--- src/rtl/bitstream_unpacker_if.sv ---
// Encoder-side fields and byte-stream side of the bitstream unpacker.
// The master drives the encoder fields and out_ready; the slave is the unpacker.
interface bitstream_unpacker_if #(
    parameter int BITSTREAM_WIDTH = 8,
    parameter int FIFO_DEPTH      = 8
);
    localparam int LEVEL_W = $clog2(FIFO_DEPTH) + 1;

    logic [BITSTREAM_WIDTH-1:0] in_bit_1;
    logic [BITSTREAM_WIDTH-1:0] in_bit_2;
    logic [BITSTREAM_WIDTH-1:0] in_bit_3;
    logic [BITSTREAM_WIDTH-1:0] in_bit_4;
    logic [BITSTREAM_WIDTH-1:0] in_bit_5;
    logic [2:0]                 in_flag_bitstream;
    logic                       in_flag_last;
    logic [BITSTREAM_WIDTH-1:0] out_byte;
    logic                       out_valid;
    logic                       out_ready;
    logic                       out_last;
    logic                       out_done;
    logic [LEVEL_W-1:0]         fifo_level;
    logic                       overflow;
    logic                       protocol_error;

    modport master (
        output in_bit_1, in_bit_2, in_bit_3, in_bit_4, in_bit_5,
        output in_flag_bitstream, in_flag_last, out_ready,
        input  out_byte, out_valid, out_last, out_done,
        input  fifo_level, overflow, protocol_error
    );

    modport slave (
        input  in_bit_1, in_bit_2, in_bit_3, in_bit_4, in_bit_5,
        input  in_flag_bitstream, in_flag_last, out_ready,
        output out_byte, out_valid, out_last, out_done,
        output fifo_level, overflow, protocol_error
    );
endinterface

--- src/rtl/bitstream_unpacker.sv ---
// Buffers packed encoder packets in a FIFO and serialises each one into a
// valid/ready byte stream, expanding run-length fields along the way.
module bitstream_unpacker #(
    parameter int BITSTREAM_WIDTH = 8,
    parameter int FIFO_DEPTH      = 8
) (
    input  logic                top_clk,
    input  logic                top_reset,
    bitstream_unpacker_if.slave bus
);
    localparam int W  = BITSTREAM_WIDTH;
    localparam int AW = $clog2(FIFO_DEPTH);
    localparam int LW = AW + 1;
    localparam int EW = 5 * W + 4;
    localparam logic [LW-1:0] LEVEL_FULL = LW'(FIFO_DEPTH);
    localparam logic [LW-1:0] LVL_ONE    = LW'(1);
    localparam logic [AW-1:0] PTR_ONE    = AW'(1);
    localparam logic [W-1:0]  CNT_ONE    = W'(1);

    localparam logic [2:0] IDLE     = 3'd0;
    localparam logic [2:0] LOAD     = 3'd1;
    localparam logic [2:0] EMIT_B1  = 3'd2;
    localparam logic [2:0] EMIT_RUN = 3'd3;
    localparam logic [2:0] EMIT_B4  = 3'd4;
    localparam logic [2:0] EMIT_B5  = 3'd5;
    localparam logic [2:0] DONE     = 3'd6;

    localparam logic [2:0] STEP_HOLD = 3'd0;
    localparam logic [2:0] STEP_RUN  = 3'd1;
    localparam logic [2:0] STEP_B4   = 3'd2;
    localparam logic [2:0] STEP_B5   = 3'd3;
    localparam logic [2:0] STEP_END  = 3'd4;

    logic [EW-1:0] mem_r [FIFO_DEPTH];
    logic [AW-1:0] wr_ptr_r, rd_ptr_r;
    logic [LW-1:0] level_r;
    logic [2:0]    state_r, state_nxt_s, step_s, in_flag_s, rd_flag_s;
    logic [W-1:0]  out_byte_r, byte_nxt_s;
    logic          out_valid_r, valid_nxt_s, out_last_r, last_nxt_s, out_done_r, done_nxt_s;
    logic          overflow_r, protocol_error_r;
    logic [W-1:0]  w_run_r, w_b4_r, w_b5_r, w_cnt_r, cnt_nxt_s;
    logic          w_has4_r, w_has5_r, w_last_r;
    logic          push_req_s, push_s, pop_s, full_s, empty_s, hs_s, rd_last_s;
    logic [EW-1:0] wr_entry_s, rd_entry_s;
    logic [W-1:0]  rd_b1_s, rd_b2_s, rd_b3_s, rd_b4_s, rd_b5_s;
    logic [W-1:0]  n_cnt_s, n_b4_s;
    logic          n_has4_s, n_has5_s;

    // Flag 4 is stored as an empty packet; it only reaches the FIFO with a last marker.
    assign in_flag_s  = bus.in_flag_bitstream;
    assign full_s     = (level_r == LEVEL_FULL);
    assign empty_s    = (level_r == {LW{1'b0}});
    assign pop_s      = (state_r == LOAD);
    assign push_req_s = bus.in_flag_last || ((in_flag_s != 3'd0) && (in_flag_s != 3'd4));
    assign push_s     = push_req_s && (!full_s || pop_s);
    assign wr_entry_s = {bus.in_flag_last, (in_flag_s == 3'd4) ? 3'd0 : in_flag_s,
                         bus.in_bit_5, bus.in_bit_4, bus.in_bit_3, bus.in_bit_2, bus.in_bit_1};
    assign hs_s       = out_valid_r && bus.out_ready;

    assign rd_entry_s = mem_r[rd_ptr_r];
    assign rd_b1_s    = rd_entry_s[0 +: W];
    assign rd_b2_s    = rd_entry_s[W +: W];
    assign rd_b3_s    = rd_entry_s[2*W +: W];
    assign rd_b4_s    = rd_entry_s[3*W +: W];
    assign rd_b5_s    = rd_entry_s[4*W +: W];
    assign rd_flag_s  = rd_entry_s[5*W +: 3];
    assign rd_last_s  = rd_entry_s[EW-1];

    // Recast every format as: bit_1, a run of bit_2, then optional tail bytes (B4, B5).
    always_comb begin
        n_cnt_s  = {W{1'b0}};
        n_b4_s   = rd_b4_s;
        n_has4_s = 1'b0;
        n_has5_s = 1'b0;
        case (rd_flag_s)
            3'd2: n_cnt_s = CNT_ONE;
            3'd3: begin
                n_cnt_s  = CNT_ONE;
                n_b4_s   = rd_b3_s;
                n_has4_s = 1'b1;
            end
            3'd5: n_cnt_s = rd_b3_s;
            3'd6: begin
                n_cnt_s  = rd_b3_s;
                n_has4_s = 1'b1;
            end
            3'd7: begin
                n_cnt_s  = rd_b3_s;
                n_has4_s = 1'b1;
                n_has5_s = 1'b1;
            end
            default: n_cnt_s = {W{1'b0}};
        endcase
    end

    // Which byte follows the one currently accepted (HOLD while stalled).
    always_comb begin
        step_s = STEP_HOLD;
        case (state_r)
            EMIT_B1, EMIT_RUN: step_s = !hs_s ? STEP_HOLD :
                                        (w_cnt_r != {W{1'b0}}) ? STEP_RUN :
                                        w_has4_r ? STEP_B4 :
                                        w_has5_r ? STEP_B5 : STEP_END;
            EMIT_B4: step_s = !hs_s ? STEP_HOLD : (w_has5_r ? STEP_B5 : STEP_END);
            EMIT_B5: step_s = hs_s ? STEP_END : STEP_HOLD;
            default: step_s = STEP_HOLD;
        endcase
    end

    // Next state and next registered output values.
    always_comb begin
        state_nxt_s = state_r;
        byte_nxt_s  = out_byte_r;
        valid_nxt_s = out_valid_r;
        last_nxt_s  = out_last_r;
        done_nxt_s  = 1'b0;
        cnt_nxt_s   = w_cnt_r;
        case (state_r)
            IDLE: state_nxt_s = empty_s ? IDLE : LOAD;
            LOAD: begin
                cnt_nxt_s = n_cnt_s;
                if (rd_flag_s == 3'd0) begin
                    state_nxt_s = DONE;
                    valid_nxt_s = 1'b0;
                    last_nxt_s  = 1'b0;
                    done_nxt_s  = 1'b1;
                end else begin
                    state_nxt_s = EMIT_B1;
                    byte_nxt_s  = rd_b1_s;
                    valid_nxt_s = 1'b1;
                    last_nxt_s  = rd_last_s && (n_cnt_s == {W{1'b0}}) && !n_has4_s && !n_has5_s;
                end
            end
            DONE: state_nxt_s = empty_s ? IDLE : LOAD;
            EMIT_B1, EMIT_RUN, EMIT_B4, EMIT_B5: state_nxt_s = state_r;
            default: begin
                state_nxt_s = IDLE;
                valid_nxt_s = 1'b0;
                last_nxt_s  = 1'b0;
            end
        endcase
        case (step_s)
            STEP_RUN: begin
                state_nxt_s = EMIT_RUN;
                byte_nxt_s  = w_run_r;
                cnt_nxt_s   = w_cnt_r - CNT_ONE;
                last_nxt_s  = w_last_r && (w_cnt_r == CNT_ONE) && !w_has4_r && !w_has5_r;
            end
            STEP_B4: begin
                state_nxt_s = EMIT_B4;
                byte_nxt_s  = w_b4_r;
                last_nxt_s  = w_last_r && !w_has5_r;
            end
            STEP_B5: begin
                state_nxt_s = EMIT_B5;
                byte_nxt_s  = w_b5_r;
                last_nxt_s  = w_last_r;
            end
            STEP_END: begin
                valid_nxt_s = 1'b0;
                last_nxt_s  = 1'b0;
                if (w_last_r) begin
                    state_nxt_s = DONE;
                    done_nxt_s  = 1'b1;
                end else begin
                    state_nxt_s = empty_s ? IDLE : LOAD;
                end
            end
            default: cnt_nxt_s = cnt_nxt_s;
        endcase
    end

    // FSM, output registers, working registers and sticky status.
    always_ff @(posedge top_clk) begin
        if (!top_reset) begin
            state_r          <= IDLE;
            out_byte_r       <= {W{1'b0}};
            out_valid_r      <= 1'b0;
            out_last_r       <= 1'b0;
            out_done_r       <= 1'b0;
            w_cnt_r          <= {W{1'b0}};
            w_run_r          <= {W{1'b0}};
            w_b4_r           <= {W{1'b0}};
            w_b5_r           <= {W{1'b0}};
            w_has4_r         <= 1'b0;
            w_has5_r         <= 1'b0;
            w_last_r         <= 1'b0;
            overflow_r       <= 1'b0;
            protocol_error_r <= 1'b0;
        end else begin
            state_r     <= state_nxt_s;
            out_byte_r  <= byte_nxt_s;
            out_valid_r <= valid_nxt_s;
            out_last_r  <= last_nxt_s;
            out_done_r  <= done_nxt_s;
            w_cnt_r     <= cnt_nxt_s;
            if (pop_s) begin
                w_run_r  <= rd_b2_s;
                w_b4_r   <= n_b4_s;
                w_b5_r   <= rd_b5_s;
                w_has4_r <= n_has4_s;
                w_has5_r <= n_has5_s;
                w_last_r <= rd_last_s;
            end
            if (push_req_s && full_s && !pop_s) begin
                overflow_r <= 1'b1;
            end
            if (in_flag_s == 3'd4) begin
                protocol_error_r <= 1'b1;
            end
        end
    end

    // FIFO pointers and occupancy.
    always_ff @(posedge top_clk) begin
        if (!top_reset) begin
            wr_ptr_r <= {AW{1'b0}};
            rd_ptr_r <= {AW{1'b0}};
            level_r  <= {LW{1'b0}};
        end else begin
            if (push_s) wr_ptr_r <= wr_ptr_r + PTR_ONE;
            if (pop_s)  rd_ptr_r <= rd_ptr_r + PTR_ONE;
            case ({push_s, pop_s})
                2'b10:   level_r <= level_r + LVL_ONE;
                2'b01:   level_r <= level_r - LVL_ONE;
                default: level_r <= level_r;
            endcase
        end
    end

    // FIFO storage.
    always_ff @(posedge top_clk) begin
        if (top_reset && push_s) begin
            mem_r[wr_ptr_r] <= wr_entry_s;
        end
    end

    assign bus.out_byte       = out_byte_r;
    assign bus.out_valid      = out_valid_r;
    assign bus.out_last       = out_last_r;
    assign bus.out_done       = out_done_r;
    assign bus.fifo_level     = level_r;
    assign bus.overflow       = overflow_r;
    assign bus.protocol_error = protocol_error_r;
endmodule
--- src/flat_wrapper.sv ---
// flat-port wrapper written by rule: the top's interface ports become plain ports
module bitstream_unpacker_flat 
#(
    parameter int BITSTREAM_WIDTH = 8,
    parameter int FIFO_DEPTH      = 8
)
  (top_clk, top_reset, bus_in_bit_1, bus_in_bit_2, bus_in_bit_3, bus_in_bit_4, bus_in_bit_5, bus_in_flag_bitstream, bus_in_flag_last, bus_out_ready, bus_out_byte, bus_out_valid, bus_out_last, bus_out_done, bus_fifo_level, bus_overflow, bus_protocol_error);
  bitstream_unpacker_if #(.BITSTREAM_WIDTH(BITSTREAM_WIDTH), .FIFO_DEPTH(FIFO_DEPTH)) bus_i ();
  input  logic top_clk;
  input  logic top_reset;
  input wire logic [$bits(bus_i.in_bit_1)-1:0] bus_in_bit_1;
  input wire logic [$bits(bus_i.in_bit_2)-1:0] bus_in_bit_2;
  input wire logic [$bits(bus_i.in_bit_3)-1:0] bus_in_bit_3;
  input wire logic [$bits(bus_i.in_bit_4)-1:0] bus_in_bit_4;
  input wire logic [$bits(bus_i.in_bit_5)-1:0] bus_in_bit_5;
  input wire logic [$bits(bus_i.in_flag_bitstream)-1:0] bus_in_flag_bitstream;
  input wire logic [$bits(bus_i.in_flag_last)-1:0] bus_in_flag_last;
  input wire logic [$bits(bus_i.out_ready)-1:0] bus_out_ready;
  output wire logic [$bits(bus_i.out_byte)-1:0] bus_out_byte;
  output wire logic [$bits(bus_i.out_valid)-1:0] bus_out_valid;
  output wire logic [$bits(bus_i.out_last)-1:0] bus_out_last;
  output wire logic [$bits(bus_i.out_done)-1:0] bus_out_done;
  output wire logic [$bits(bus_i.fifo_level)-1:0] bus_fifo_level;
  output wire logic [$bits(bus_i.overflow)-1:0] bus_overflow;
  output wire logic [$bits(bus_i.protocol_error)-1:0] bus_protocol_error;
  assign bus_i.in_bit_1 = bus_in_bit_1;
  assign bus_i.in_bit_2 = bus_in_bit_2;
  assign bus_i.in_bit_3 = bus_in_bit_3;
  assign bus_i.in_bit_4 = bus_in_bit_4;
  assign bus_i.in_bit_5 = bus_in_bit_5;
  assign bus_i.in_flag_bitstream = bus_in_flag_bitstream;
  assign bus_i.in_flag_last = bus_in_flag_last;
  assign bus_i.out_ready = bus_out_ready;
  assign bus_out_byte = bus_i.out_byte;
  assign bus_out_valid = bus_i.out_valid;
  assign bus_out_last = bus_i.out_last;
  assign bus_out_done = bus_i.out_done;
  assign bus_fifo_level = bus_i.fifo_level;
  assign bus_overflow = bus_i.overflow;
  assign bus_protocol_error = bus_i.protocol_error;
  bitstream_unpacker #(.BITSTREAM_WIDTH(BITSTREAM_WIDTH), .FIFO_DEPTH(FIFO_DEPTH)) u_core (.top_clk(top_clk), .top_reset(top_reset), .bus(bus_i));
endmodule
--- config.mk ---
export PLATFORM = sky130hd
export DESIGN_NAME = bitstream_unpacker_flat
export DESIGN_NICKNAME = d
export VERILOG_FILES = /design/src/rtl/bitstream_unpacker_if.sv /design/src/rtl/bitstream_unpacker.sv /design/src/flat_wrapper.sv
export SDC_FILE = /design/constraint.sdc
export NUM_CORES = 1
export LEC_CHECK = 0
export ABC_AREA = 1
export ABC_CLOCK_PERIOD_IN_PS = 5600
export CAP_MARGIN = 20
export CORE_AREA = 2 2 210 212
export CTS_BUF_LIST = sky130_fd_sc_hd__clkbuf_16
export DETAILED_ROUTE_END_ITERATION = 12
export DIE_AREA = 0 0 212 214
export PLACE_DENSITY_LB_ADDON = 0.25
export SYNTH_ARGS = -nofsm -noshare
export SYNTH_HDL_FRONTEND = slang
export SYNTH_SLANG_ARGS = --single-unit
--- constraint.sdc ---
create_clock -name top_clk -period 5.6 [get_ports top_clk]
set_input_delay 1.12 -clock top_clk [delete_from_list [all_inputs] [get_ports top_clk]]
set_output_delay 1.12 -clock top_clk [all_outputs]
set_load 0.02 [all_outputs]
## After elaboration in Yosys (flattened, before gate mapping)

Memories as Yosys holds them, arrays and structs flattened. A register that Yosys moved wholly into a read port is not among the register bits.
Index checks and enable logic that the tools add are counted.

- $add $sub $neg: 5
- Eq/ne operators: 24
- Muxes and demuxes: 36
- Bitwise gates (word level): 1
- Reduce and logical (&&, ||, !) cells: 39

Operator list:

| operator | count |
|---|---|
| $mux W8 | 5 |
| $mux W3 | 11 |
| $eq A3 B3 Y1 const B | 8 |
| $pmux W8 S3 | 1 |
| $eq A3 B2 Y1 const B | 6 |
| $pmux W3 S3 | 2 |
| $pmux W8 S2 | 1 |
| $logic_and A1 B1 Y1 | 13 |
| $pmux W3 S4 | 1 |
| $mux W1 | 11 |
| $ne A5 B1 Y1 const B | 2 |
| $eq A8 B1 Y1 const B | 1 |
| $logic_not A8 Y1 | 1 |
| $pmux W4 S2 | 1 |
| $reduce_bool A8 Y1 | 1 |
| $reduce_or A2 Y1 | 4 |
| $sub A8 B1 Y8 const B | 1 |
| $add A3 B1 Y3 const B | 2 |
| $eq A3 B1 Y1 const B | 2 |
| $logic_not A1 Y1 | 6 |
| $logic_not A3 Y1 | 2 |
| $reduce_or A3 Y1 | 2 |
| $reduce_or A6 Y1 | 1 |
| $add A4 B1 Y4 const B | 1 |
| 16 further kinds | 19 |

- Register bits: 61
- RAM bits: 352
- Bits of input ports: 47
- Output and inout port bits: 17
- Word-level logic and storage cells: 123
- Memories kept: 1

Memory list:

| name | words | width | read ports | clocked after memory_dff | write ports | line | source |
|---|---|---|---|---|---|---|---|
| u_core.mem_r | 8 | 44 | 1 | 1 | 1 | bitstream_unpacker.sv:34 | `logic [EW-1:0] mem_r [FIFO_DEPTH];` |

## Depth between registers and ports, before layout

- Depth in word-level cells: 10
- Depth in mapped cells: 15
- Depth with buffers taken out: 15

## Worst setup path after synthesis

OpenSTA, ideal clock, no wires.

- Path type: input-to-reg
- Start point: in bus_in_flag_bitstream[1]
- End point: mem u_core.mem_r[0][0] in the netlist's numbering, enable pin
- Setup time: 0.500 ns
- Data arrival time: 4.733 ns
- Required time: 5.100 ns
- Slack: 0.367 ns
- Stages: 8
- Buffers on the path: 0
- Cells stage by stage: nor2_1 inv_1 nor2_1 a21oi_1 inv_1 nor2_1 inv_1 nor3_1

- Longest elaborated chain between the ends: 7
- Elaborated cells between the ends (all ways): 8
- Classes of those cells: 1 x eq/ne; 2 x mux; 5 x reduce/logical

RTL lines:

| element | line | source |
|---|---|---|
| start: declaration | flat_wrapper.sv:16 | `input wire logic [$bits(bus_i.in_flag_bitstream)-1:0] bus_in_flag_bitstream;` |
| $ne A3 B3 Y1 or $reduce_bool A3 Y1 (tied branches) | bitstream_unpacker.sv:54 | `assign push_req_s = bus.in_flag_last \|\| ((in_flag_s != 3'd0) && (in_flag_s != 3'd4));` |
| $logic_and A1 B1 Y1 (*) | bitstream_unpacker.sv:54 |  |
| $logic_or A1 B1 Y1 (*) | bitstream_unpacker.sv:54 |  |
| $logic_and A1 B1 Y1 (*) | bitstream_unpacker.sv:55 | `assign push_s = push_req_s && (!full_s \|\| pop_s);` |
| $logic_and A1 B1 Y1 (*) | bitstream_unpacker.sv:233 | `if (top_reset && push_s) begin` |
| $mux W1 (*) | bitstream_unpacker.sv:233 |  |
| $mux W1 (not written as such) (*) | bitstream_unpacker.sv:234 | `mem_r[wr_ptr_r] <= wr_entry_s;` |
| end: declaration | bitstream_unpacker.sv:34 |  |

Every way passes the cells marked *; elsewhere a longest branch is shown, timed or not.

## Final worst setup path

- Start point: in bus_in_flag_bitstream[1]
- End point: mem u_core.mem_r[7][33] in the netlist's numbering, enable pin

The elaborated chain is that of the path after synthesis.

==> flow_summary.json <==
{
  "status": "completed",
  "critPathArrivalTime_ns": 3.99,
  "worstSkewPairLatency_ns": 0.58,
  "cp_slowest_cell": "clkdlybuf4s50_1",
  "p_per_area_mw_per_mm2": 441,
  "cts_buffer_depth": 3,
  "drc": 0,
  "syn_nets": 1530,
  "worstPathMaxFanout": 24,
  "hp-class": "reg -> reg",
  "synth.most_common_cell": "edfxtp_1",
  "netlist_area_mm2": 0.0171,
  "grt_max_degree": 117,
  "first_global_vias": 10800,
  "synth_top_area_share": 0.617,
  "core.rowCount": 76,
  "path_cells": "clkdlybuf4s50_1, nor2_1, inv_1, nor2_1, a21oi_1, inv_1, nor2_1, nand2_1, nor2_4, buf_12",
  "drive_above_1_share": 0.0911,
  "nNetsFinal": 1580,
  "dp_hpwl_mm": 24.9,
  "seq_area_frac_synth": 0.692,
  "cts_resized": 0,
  "gp_congestion": 0.823,
  "synth_cells": 1474,
  "cts.sinks": 416,
  "cts_tree": "yes",
  "grt_first_pass_wirelength_mm": 63.9,
  "htreeDepth": 2,
  "slew_headroom": 0.343,
  "boundaryPins": 64,
  "yosys_warnings": 0,
  "yosys_register_bits": 416,
  "crit_top_cell": "nor2_1",
  "wirelength_mm": 41.8,
  "finalCritPeriodShare": 0.665,
  "core_mm2": 0.0429,
  "netlist_top_cells_area": "edfxtp_1 (62%), dfxtp_1 (7.5%), o21ai_0 (4.8%), nor2_1 (4.7%), nand2_1 (4.0%)",
  "cts-root-buf": "clkbuf_16",
  "power_mw": 8.76,
  "async_flop_share": 0,
  "critical_path.max_stage_delay_ns": 0.69,
  "cts_hold_buf": 0,
  "yosysUniqueCellTypes": 42,
  "dr.pass1.iters": 7,
  "io_buffers": 63,
  "peakVddDrop_mv": 0.211,
  "n_antenna_cell": 0,
  "routedWlPerCell_um": 19.5,
  "antenna_found_initial": 0,
  "synth_commonest_cells": "edfxtp_1 (352), nor2_1 (213), nand2_1 (182)",
  "worst_pin_slew_ns": 0.984,
  "track_usage": 0.185,
  "drt_iter0_markers": 985,
  "die-area_mm2": 0.0454,
  "grt_setup_unrepaired": "false",
  "overflow": 0,
  "crit_path_start_kind": "input pin",
  "fin_skew_ns": 0.0237,
  "drv_cap": 0,
  "setup_viol_count_final": 0,
  "fin_crit_ns": 3.73,
  "via_count": 11300,
  "dieHeight_um": 214,
  "report.final.slew_viol_count": 0,
  "ys.flop_type": "edfxtp_1",
  "critPathCaptureType": "register",
  "synth_top_cell_by_area": "edfxtp_1",
  "die_w_um": 212,
  "path_class": "in -> reg",
  "area_growth_pct": 15.9,
  "leakagePower_nw": 7.01,
  "postCtsSetupBuffers": 0,
  "postSynthAreaPerCell_um2": 11.6,
  "cp_data_required_time_ns": 5.86,
  "final.setup.tns_ns": 0,
  "ant_nets": 0,
  "synth_edf_count": 352,
  "vias_per_cell": 5.26,
  "initial_utilization": 0.400,
  "fmax_mhz": 268,
  "hold_violations": 0,
  "cts_buffers": 45,
  "path_clk_slew_ns": 0.06
}
worst max-delay path, delay by kind of cell:
family	cells	cell delay (ns)
simple gates	5	1.25
compound gates	1	0.37
buf+inv	4	1.22
power by group:
part	switching [mW]	total, mW	internal [mW]	leakage (nW)
logic	1.41	2.04	0.629	2.52
registers	0.164	3.77	3.60	3.72
clock network	1.21	2.95	1.75	0.767
total	2.78	8.76	5.98	7.01
layer usage:
layer  wire length (um)  vias to the layer above  track usage
met3               2670                       65       0.0484
met4                971                        0       0.0509
met5                  0                        -            0
met2              19000                      319        0.285
li1                   -                     5384            -
met1              19100                     5511        0.258
placed cells by master, fill, tap and decap left out, types with 16 or more instances in the layout:
master / synthesis / layout
nand3_1: 59 / 59
o22ai_1: 35 / 35
inv_1: 67 / 79
dfxtp_1: 64 / 61
nor2_1: 213 / 209
nand2_1: 182 / 182
o221ai_1: 33 / 33
clkdlybuf4s50_1: 0 / 63
o21ai_1: 49 / 49
edfxtp_1: 352 / 352
mux2i_1: 16 / 16
a21oi_1: 48 / 48
clkbuf_16: 0 / 45
o21ai_0: 164 / 164
path summary, 6_finish.rpt:
path	from	end	slack (ns)	cells past startpoint
worst max-delay path	bus_in_flag_bitstream[1]	u_core.mem_r[7][33]	1.87	10
worst min-delay path	u_core.bus.overflow	u_core.bus.overflow	0.46	2
worst max register to register	u_core.state_r[1]	u_core.mem_r[7][33]	2.00	9
worst min register to register	u_core.bus.overflow	u_core.bus.overflow	0.46	2
sequential cells by signal (all words and copies together) (netlist names), 4 cells and up, named ones only:
name and count:
u_core.w_run_r 8, u_core.w_cnt_r 8, u_core.mem_r 352, u_core.w_b4_r 8, u_core.bus.fifo_level 4, u_core.bus.out_byte 8
u_core.w_b5_r 8
cell families (layout without fill, tap and decap cells):
kind of cell / count (synthesis) / after routing / share of synthesized area
buffers and inverters: 164 / 249 / 0.0432
AO/OA/AOI/OAI: 355 / 355 / 0.118
adder cells (fa/ha/maj): 9 / 9 / 0.00701
flip-flops: 416 / 416 / 0.692
AND/OR/NAND/NOR: 507 / 507 / 0.127
multiplexers: 16 / 16 / 0.00934
XOR/XNOR: 7 / 7 / 0.00358
cell type report:
type                            count  area [um^2]
Fill cell                        3856        23000
Sequential cell                   416        11900
Multi-Input combinational cell    894         4600
Clock buffer                       45         1130
Timing Repair Buffer               84          876
Tap cell                          585          732
Clock inverter                     37          348
Inverter                           83          319
stage by stage:
| step | setup slack (ns) | std cells | utilization | instance area [um^2] | hold slack [ns] |
|---|---|---|---|---|---|
| global route | 1.53 | 2144 | 0.463 | 19900 | 0.474 |
| finish | 1.87 | 2144 | 0.463 | 19900 | 0.459 |
| floorplan | 0.367 | 1474 | - | 17100 | 0.448 |
| global placement | 1.35 | 2062 | 0.429 | 18400 | 0.452 |
| detailed placement | 1.28 | 2062 | 0.429 | 18400 | 0.453 |
| CTS | 1.89 | 2144 | 0.463 | 19900 | 0.461 |
Note: power is estimated with default switching activity, not from simulation.
